[config.mk]
export PLATFORM = sky130hd
export DESIGN_NAME = ladybird_ifetch_flat
export DESIGN_NICKNAME = d
export VERILOG_FILES = /design/src/rtl/ladybird_ifetch_if.sv /design/src/rtl/ladybird_ifetch.sv /design/src/flat_wrapper.sv
export SDC_FILE = /design/constraint.sdc
export NUM_CORES = 1
export LEC_CHECK = 0
export BUFFER_PORTS_ARGS = -buffer_cell sky130_fd_sc_hd__buf_2
export CORE_ASPECT_RATIO = 0.8
export CORE_MARGIN = 2
export CORE_UTILIZATION = 50
export DETAILED_ROUTE_END_ITERATION = 8
export PLACE_DENSITY = 0.82
export SLEW_MARGIN = 20
export SYNTH_ARGS = -nofsm -noshare
export SYNTH_HDL_FRONTEND = slang
export SYNTH_SLANG_ARGS = --single-unit
[constraint.sdc]
create_clock -name clk -period 9.34 [get_ports clk]
set_clock_uncertainty 0.05 [all_clocks]
set_input_delay 1.868 -clock clk [delete_from_list [all_inputs] [get_ports clk]]
set_output_delay 1.868 -clock clk [all_outputs]
set_load 0.03 [all_outputs]
[src/rtl/ladybird_ifetch_if.sv]
// ladybird_ifetch_if: redirect, instruction-memory and decode-side signals of
// the ladybird fetch stage. The master modport is the fetch stage; the slave
// modport is its environment (core control, instruction memory, decode).
//
// Handshake rule for every valid/ready pair here: a transfer happens in each
// cycle where valid and ready are both high at the rising clock edge. A valid
// never depends on the ready of its own channel. The memory response channel
// has no ready: the fetch stage only requests when a buffer slot is reserved.
interface ladybird_ifetch_if;
    logic        i_redirect_valid;
    logic [31:0] i_redirect_pc;
    logic        o_mem_req_valid;
    logic [31:0] o_mem_req_addr;
    logic        i_mem_req_ready;
    logic        i_mem_resp_valid;
    logic [31:0] i_mem_resp_data;
    logic        i_mem_resp_error;
    logic        o_inst_valid;
    logic [31:0] o_inst;
    logic [31:0] o_inst_pc;
    logic        o_inst_fault;
    logic        i_inst_ready;

    modport master (
        input  i_redirect_valid,
        input  i_redirect_pc,
        output o_mem_req_valid,
        output o_mem_req_addr,
        input  i_mem_req_ready,
        input  i_mem_resp_valid,
        input  i_mem_resp_data,
        input  i_mem_resp_error,
        output o_inst_valid,
        output o_inst,
        output o_inst_pc,
        output o_inst_fault,
        input  i_inst_ready
    );

    modport slave (
        output i_redirect_valid,
        output i_redirect_pc,
        input  o_mem_req_valid,
        input  o_mem_req_addr,
        output i_mem_req_ready,
        output i_mem_resp_valid,
        output i_mem_resp_data,
        output i_mem_resp_error,
        input  o_inst_valid,
        input  o_inst,
        input  o_inst_pc,
        input  o_inst_fault,
        output i_inst_ready
    );
endinterface

[src/rtl/ladybird_ifetch.sv]
// ladybird_ifetch: instruction fetch stage of the ladybird RV32 core.
// Issues word-aligned fetches, keeps in-order responses in a DEPTH-entry
// buffer and hands {pc, instruction} to decode. A redirect flushes the
// buffer and marks every unanswered request for discard.
//
// Optional build macro LADYBIRD_IFETCH_FAULT_NOP_EN: when defined, an
// erroring response is buffered as a NOP (ADDI x0,x0,0) with o_inst_fault
// set; when undefined the error bit is ignored and o_inst_fault is 0.
module ladybird_ifetch #(
    parameter logic [31:0] RESET_PC = 32'h0000_0000,
    parameter int          DEPTH    = 2
) (
    input  logic              clk,
    input  logic              rst,
    ladybird_ifetch_if.master bus
);
    localparam int            AW      = $clog2(DEPTH);
    localparam int            CW      = AW + 1;
    localparam logic [CW-1:0] DEPTH_C = CW'(DEPTH);

    // Fetch pointer and start-up gate.
    logic          req_en;
    logic [31:0]   fetch_pc;

    // In-flight accounting: outst counts every unanswered request, discard
    // counts how many of those belong to a flushed stream.
    logic [CW-1:0] outst;
    logic [CW-1:0] discard;

    // pc of each unanswered request, in issue order.
    logic [31:0]   q_pc [DEPTH];
    logic [AW-1:0] q_wr;
    logic [AW-1:0] q_rd;

    // Instruction buffer.
    logic [31:0]   b_pc   [DEPTH];
    logic [31:0]   b_inst [DEPTH];
    logic [AW-1:0] b_head;
    logic [AW-1:0] b_tail;
    logic [CW-1:0] occ;

    // Per-cycle control.
    logic          redirect;
    logic [CW:0]   credit_used;
    logic          req_valid;
    logic          req_fire;
    logic          resp;
    logic          resp_drop;
    logic          push;
    logic          pop;
    logic [CW-1:0] outst_after;
    logic [31:0]   resp_inst;

    // Handshake qualifiers and credit check; a slot is reserved per request.
    always_comb begin
        redirect    = bus.i_redirect_valid;
        credit_used = {1'b0, occ} + {1'b0, outst};
        req_valid   = req_en && !redirect && (credit_used < {1'b0, DEPTH_C});
        req_fire    = req_valid && bus.i_mem_req_ready;
        resp        = bus.i_mem_resp_valid;
        resp_drop   = resp && (discard != '0);
        push        = resp && !resp_drop && !redirect;
        pop         = (occ != '0) && bus.i_inst_ready && !redirect;
        outst_after = outst + CW'(req_fire) - CW'(resp);
    end

`ifdef LADYBIRD_IFETCH_FAULT_NOP_EN
    localparam logic [31:0] NOP = 32'h0000_0013;
    logic          resp_fault;
    logic          b_fault [DEPTH];

    // Faulted fetches carry a harmless NOP so decode only has to look at the flag.
    always_comb begin
        resp_fault = bus.i_mem_resp_error;
        resp_inst  = bus.i_mem_resp_error ? NOP : bus.i_mem_resp_data;
    end

    // Fault flag storage, indexed exactly like the main buffer.
    always_ff @(posedge clk or posedge rst) begin
        if (rst) begin
            for (int i = 0; i < DEPTH; i++) b_fault[i] <= 1'b0;
        end else if (push) begin
            b_fault[b_tail] <= resp_fault;
        end
    end

    assign bus.o_inst_fault = (occ != '0) && b_fault[b_head];
`else
    logic unused_resp_error;

    // Data passes straight through; the error bit has no effect.
    always_comb begin
        resp_inst = bus.i_mem_resp_data;
    end

    assign unused_resp_error = bus.i_mem_resp_error;
    assign bus.o_inst_fault  = 1'b0;
`endif

    assign bus.o_mem_req_valid = req_valid;
    assign bus.o_mem_req_addr  = fetch_pc;
    assign bus.o_inst_valid    = (occ != '0);
    assign bus.o_inst          = (occ != '0) ? b_inst[b_head] : '0;
    assign bus.o_inst_pc       = (occ != '0) ? b_pc[b_head]   : '0;

    // Requests start one cycle after reset is released, never during reset.
    always_ff @(posedge clk or posedge rst) begin
        if (rst) req_en <= 1'b0;
        else     req_en <= 1'b1;
    end

    // Fetch pointer: jump to the aligned redirect target, else step on each request.
    always_ff @(posedge clk or posedge rst) begin
        if (rst) begin
            fetch_pc <= RESET_PC;
        end else if (redirect) begin
            fetch_pc <= {bus.i_redirect_pc[31:2], 2'b00};
        end else if (req_fire) begin
            fetch_pc <= fetch_pc + 32'd4;
        end
    end

    // Outstanding/discard counters; a redirect condemns everything still unanswered.
    always_ff @(posedge clk or posedge rst) begin
        if (rst) begin
            outst   <= '0;
            discard <= '0;
        end else begin
            outst <= outst_after;
            if (redirect) begin
                discard <= outst_after;
            end else if (resp_drop) begin
                discard <= discard - CW'(1);
            end
        end
    end

    // Request pc queue: one entry per unanswered request, popped by every response.
    always_ff @(posedge clk or posedge rst) begin
        if (rst) begin
            q_wr <= '0;
            q_rd <= '0;
            for (int i = 0; i < DEPTH; i++) q_pc[i] <= '0;
        end else begin
            if (req_fire) begin
                q_pc[q_wr] <= fetch_pc;
                q_wr       <= q_wr + AW'(1);
            end
            if (resp) begin
                q_rd <= q_rd + AW'(1);
            end
        end
    end

    // Instruction buffer: write live responses at the tail, pop to decode at the head.
    always_ff @(posedge clk or posedge rst) begin
        if (rst) begin
            b_head <= '0;
            b_tail <= '0;
            occ    <= '0;
            for (int i = 0; i < DEPTH; i++) begin
                b_pc[i]   <= '0;
                b_inst[i] <= '0;
            end
        end else if (redirect) begin
            b_head <= '0;
            b_tail <= '0;
            occ    <= '0;
        end else begin
            if (push) begin
                b_pc[b_tail]   <= q_pc[q_rd];
                b_inst[b_tail] <= resp_inst;
                b_tail         <= b_tail + AW'(1);
            end
            if (pop) begin
                b_head <= b_head + AW'(1);
            end
            case ({push, pop})
                2'b10:   occ <= occ + CW'(1);
                2'b01:   occ <= occ - CW'(1);
                default: occ <= occ;
            endcase
        end
    end
endmodule

[src/flat_wrapper.sv]
// flat-port wrapper written by rule: the top's interface ports become plain ports
module ladybird_ifetch_flat 
#(
    parameter logic [31:0] RESET_PC = 32'h0000_0000,
    parameter int          DEPTH    = 2
)
  (clk, rst, bus_i_redirect_valid, bus_i_redirect_pc, bus_o_mem_req_valid, bus_o_mem_req_addr, bus_i_mem_req_ready, bus_i_mem_resp_valid, bus_i_mem_resp_data, bus_i_mem_resp_error, bus_o_inst_valid, bus_o_inst, bus_o_inst_pc, bus_o_inst_fault, bus_i_inst_ready);
  ladybird_ifetch_if bus_i ();
  input  logic clk;
  input  logic rst;
  input wire logic [$bits(bus_i.i_redirect_valid)-1:0] bus_i_redirect_valid;
  input wire logic [$bits(bus_i.i_redirect_pc)-1:0] bus_i_redirect_pc;
  output wire logic [$bits(bus_i.o_mem_req_valid)-1:0] bus_o_mem_req_valid;
  output wire logic [$bits(bus_i.o_mem_req_addr)-1:0] bus_o_mem_req_addr;
  input wire logic [$bits(bus_i.i_mem_req_ready)-1:0] bus_i_mem_req_ready;
  input wire logic [$bits(bus_i.i_mem_resp_valid)-1:0] bus_i_mem_resp_valid;
  input wire logic [$bits(bus_i.i_mem_resp_data)-1:0] bus_i_mem_resp_data;
  input wire logic [$bits(bus_i.i_mem_resp_error)-1:0] bus_i_mem_resp_error;
  output wire logic [$bits(bus_i.o_inst_valid)-1:0] bus_o_inst_valid;
  output wire logic [$bits(bus_i.o_inst)-1:0] bus_o_inst;
  output wire logic [$bits(bus_i.o_inst_pc)-1:0] bus_o_inst_pc;
  output wire logic [$bits(bus_i.o_inst_fault)-1:0] bus_o_inst_fault;
  input wire logic [$bits(bus_i.i_inst_ready)-1:0] bus_i_inst_ready;
  assign bus_i.i_redirect_valid = bus_i_redirect_valid;
  assign bus_i.i_redirect_pc = bus_i_redirect_pc;
  assign bus_o_mem_req_valid = bus_i.o_mem_req_valid;
  assign bus_o_mem_req_addr = bus_i.o_mem_req_addr;
  assign bus_i.i_mem_req_ready = bus_i_mem_req_ready;
  assign bus_i.i_mem_resp_valid = bus_i_mem_resp_valid;
  assign bus_i.i_mem_resp_data = bus_i_mem_resp_data;
  assign bus_i.i_mem_resp_error = bus_i_mem_resp_error;
  assign bus_o_inst_valid = bus_i.o_inst_valid;
  assign bus_o_inst = bus_i.o_inst;
  assign bus_o_inst_pc = bus_i.o_inst_pc;
  assign bus_o_inst_fault = bus_i.o_inst_fault;
  assign bus_i.i_inst_ready = bus_i_inst_ready;
  ladybird_ifetch #(.RESET_PC(RESET_PC), .DEPTH(DEPTH)) u_core (.clk(clk), .rst(rst), .bus(bus_i));
endmodule
Word-level counts from Yosys, hierarchy flattened
Cells that the tools add are included.

word-level totals
  bits in registers = 235
  bits of input ports = 71

cells by class
  order comparisons = 7
  reduce and logical (&&, ||, !) cells = 20
  equality and inequality tests = 2
  add/sub/neg operators = 11
  bitwise logic cells = 5
  muxes and demuxes = 28

operators by type and width
  kind                                                         number
  2-to-1 mux 32 bit                                            15
  bitwise mux 64 bit                                           3
  demux 32 bit (select 1 bit)                                  2
  adder 32 x 3 -> 32 bit (second input constant)               1
  nonzero test 2 bit                                           6
  logical AND 1 bit                                            10
  >= comparator 2 bit (second input constant)                  4
  NOT 1 -> 2 bit                                               4
  2-to-1 mux 2 bit                                             3
  adder 1 bit (second input constant)                          4
  less-than comparator 2 x 1 -> 1 bit (second input constant)  2
  2-to-1 mux 1 bit                                             4
  one-hot mux 2 bit (2 select lines)                           1
  subtractor 2 x 1 -> 2 bit (second input constant)            2
  adder 2 x 2 -> 3 bit                                         1
  less-than comparator 3 x 2 -> 1 bit (second input constant)  1
  nonzero test 3 bit                                           1
  adder 2 x 1 -> 2 bit                                         1
  adder 2 x 1 -> 2 bit (second input constant)                 1
  equality test 2 x 1 -> 1 bit (second input constant)         1
  equality test 2 bit (second input constant)                  1
  zero test 1 bit                                              2
  AND reduction 2 bit                                          1
  subtractor 2 x 1 -> 2 bit                                    1
  NOT 1 bit                                                    1

Longest topological paths before layout
  word-level depth = 8
  depth in mapped cells = 11

Least setup slack after synthesis
OpenSTA, ideal clock, no wires.

  path kind = input to output
  start point = input bus_i_redirect_valid
  end point = output bus_o_mem_req_valid
  path buffers = 1
  slack = 4.588 ns
  data arrival time = 2.834 ns
  cell stages on the path = 3
  path through = clkbuf_1 -> or4b_1 -> inv_1

between the ends
  cells in the longest elaborated chain, start to end = 3

RTL lines
  item                            RTL line               source
  start: declaration              flat_wrapper.sv:11     input wire logic [$bits(bus_i.i_redirect_valid)-1:0] bus_i_redirect_valid;
  zero test 1 bit                 ladybird_ifetch.sv:58  req_valid = req_en && !redirect && (credit_used < {1'b0, DEPTH_C});
  logical AND 1 bit (2 in a row)  ladybird_ifetch.sv:58
  end: declaration                flat_wrapper.sv:13     output wire logic [$bits(bus_i.o_mem_req_valid)-1:0] bus_o_mem_req_valid;

No other way between the ends.

Final worst setup path
Same ends and word-level chain as after synthesis.

==> flow_summary.yaml <==
cts:
  post_cts_buffers: 0
  cts_hold_buf: 0
  cts_tree: "yes"
  clk_path_buf_depth: 3
  cts_inserted_buffers: 23
  cts_sinks: 225
  clk_pin_slew_worst_paths_ps: 60
  ctsRootBufferMaster: "clkbuf_16"
  cts_resized: 0
  clock_latency_ps: 500
  htreeDepth: 1
drt:
  vias_per_cell: 5.58
  drc: 0
  wl_per_cell_um: 17.5
  dr.pass1.iters: 5
  antenna_left: 0
  vias: 7410
  drt-total-wl_mm: 23.2
  drt-initial-drc-count: 595
timing:
  setup_violations: 0
  worstMarginPinSlew_ps: 1010
  slew_viol_final: 0
  finalCriticalPeriod_ps: 5230
  grt_setup_unrepaired: "false"
  finalCritPeriodShare_pct: 56.0
  max_freq_mhz: 191
  final_hold_viol_count: 0
  relSlewSlack_pct: 32.6
  finalSetupTns_ps: 0
place:
  dp_hpwl_mm: 15.2
  dp_cells: 1288
  place_congestion: 0.818
  numPortBuffers: 161
setup_path:
  path_max_fanout: 63
  worstSetupEndpointType: "output pin"
  cp_slowest_cell: "or4b_1"
  crit_family: "buffers and inverters"
  path_buf_inv: 4
  crit_path_frequent_cell: "buf_2"
  crit_path_start_kind: "primary input"
  path_cells: "buf_2, buf_4, or4b_1, inv_1, buf_2"
  critPathMaxStageDelay_ps: 650
  arrival_ps: 3310
  crit_type: "primary input to output pin"
  critPathRequiredTime_ps: 7420
worst_hold_path:
  hold_path_class: "register to register"
synthesis:
  synth_edf_count: 0
  syn_area_per_cell_um2: 11.3
  ys_ff_latch: 225
  syn_area_um2: 10300
  syn-instance-count: 907
  ys_warn_count: 0
  async_reset_ff_share_pct: 100
  yosys_most_used_dff: "dfrtp_1"
  synth_cell_types: 44
  ys_seq_area_share_pct: 54.9
grt:
  grt_pass1_vias: 7520
  overflow: 0
  grt_max_degree: 151
  grt_pass1_wl_mm: 38.1
  antenna_found_initial: 1
  gr-usage-all-layers_pct: 21.7
floorplan:
  die_y_um: 132
  die_w_um: 164
  ioPinCount: 170
  die_area_um2: 21700
  coreArea_um2: 20000
  start_util_pct: 51.3
  std_cell_rows: 46
cells_and_area:
  finalNonFillerCells: 1329
  area_growth_pct: 17.9
  final_nets: 1125
  drive_gt1_share_pct: 32.1
power_and_ir_drop:
  ir_worst_vdd_mv: 0.196
  power_density_nw_per_um2: 303
  leakagePower_nw: 5.66
job:
  maxCapViolCount: 0
status:
  status: "complete, no violations"
cell families (layout without fill, tap and decap cells):
kind of cell / count (synthesis) / count (layout) / synth area share (%)
and+or+nand+nor: 257 / 257 / 11.2
buffers and inverters: 73 / 226 / 2.89
other: 2 / 7 / 0.0733
xor gates and xnor gates: 17 / 17 / 1.45
adders and majority gates: 5 / 5 / 0.684
muxes: 216 / 216 / 22.6
DFF: 225 / 225 / 54.9
AOI/OAI and AO/OA: 112 / 112 / 6.18
cell usage in the layout (no fill, tap or decap), drive strengths merged, types with 4 or more instances in the layout:
cell type and count:
o311ai 7, nor3 7, bufinv 4, o211ai 6, and3 6, a21oi 36
xor2 9, mux2 120, nand4 11, nand2 84, or3 4, nor2b 6
ha 4, nor4 7, xnor2 8, clkbuf 29, clkinv 6, nor2 103
mux2i 96, nand3 14, dfrtp 225, buf 172, inv 14, conb 6
o21ai 55
area by class of cell:
class | instances | area, µm²
tap | 264 | 330
antenna | 1 | 2.50
multi-input combinational | 613 | 4360
clock buffer | 29 | 648
inverter | 14 | 65.1
fill | 1605 | 7880
timing repair buffer | 172 | 888
clock inverter | 11 | 161
sequential | 225 | 5640
power by group:
group          total [mW]  internal (mW)  switching [mW]
Combinational        1.06          0.498           0.563
Sequential           1.63           1.37           0.263
Clock               0.977          0.601           0.376
sequential cells by signal, summed over array words and instances, names as in the netlist:
signal                     cells
u_core.b_inst                 64
u_core.bus.o_mem_req_addr     30
u_core.q_pc                   60
u_core.outst                   2
u_core.q_rd                    1
u_core.discard                 2
u_core.req_en                  1
u_core.b_tail                  1
u_core.q_wr                    1
u_core.b_head                  1
u_core.occ                     2
u_core.b_pc                   60
path summary, 6_finish.rpt:
path                                            from             endpoint  slack (ps)  cells past startpoint
worst min-delay path                 u_core.b_pc[16]      u_core.b_pc[16]         430                      2
worst max register to register         u_core.occ[0]      u_core.q_pc[60]        6060                      6
max in group asynchronous                        rst      u_core.q_pc[14]        6340                      3
worst max-delay path            bus_i_redirect_valid  bus_o_mem_req_valid        4110                      5
min in group asynchronous                        rst      u_core.b_pc[35]        1400                      2
worst min register to register       u_core.b_pc[16]      u_core.b_pc[16]         430                      2
Yosys cell counts (2+ instances only):
cell,number,area share (%)
dfrtp_1,225,55
mux2_2,120,13
nor2_1,103,3.8
mux2i_1,96,9.4
nand2_1,84,3.1
o21ai_0,55,2.7
clkbuf_1,47,1.7
a21oi_1,36,1.8
nand3_1,14,0.68
inv_1,13,0.48
nand4_1,10,0.61
xor2_1,9,0.77
xnor2_1,8,0.68
nor3_1,7,0.34
o311ai_0,7,0.60
and3_1,6,0.37
nor2b_1,6,0.37
nor4_1,6,0.37
o211ai_1,6,0.44
buf_4,5,0.37
buf_1,4,0.15
ha_1,4,0.49
or3_1,4,0.24
and4_1,3,0.26
buf_2,3,0.15
nand2b_1,3,0.18
nand3b_1,3,0.22
a211o_1,2,0.17
a221o_1,2,0.20
conb_1,2,0.073
tightest hold or removal path: cells and delay by family, from the launching register on:
kind | cells | cell delay, ps
AOI/OAI and AO/OA | 1 | 60
DFF | 1 | 340
and+or+nand+nor | 1 | 50
through the flow:
stage	area (µm²)	util (%)	hold slack [ps]	setup WS, ps	power, mW
floorplan	10300	-	399	1260	2.40
global placement	11300	56.4	410	4150	2.64
detailed placement	11300	56.4	420	4130	2.71
CTS	12100	60.5	434	4130	3.69
global route	12100	60.5	456	4040	3.89
finish	12100	60.5	428	4110	3.67
layer usage:
| metal | track usage (%) | wire [µm] | part of all wire, % |
|---|---|---|---|
| met1 | 30.6 | 10400 | 45 |
| met2 | 34.8 | 10700 | 46 |
| met3 | 3.81 | 1690 | 7.3 |
| met4 | 5.41 | 495 | 2.1 |
| met5 | 0 | 0 | 0 |
No activity file was read; power rests on OpenSTA's default activity.
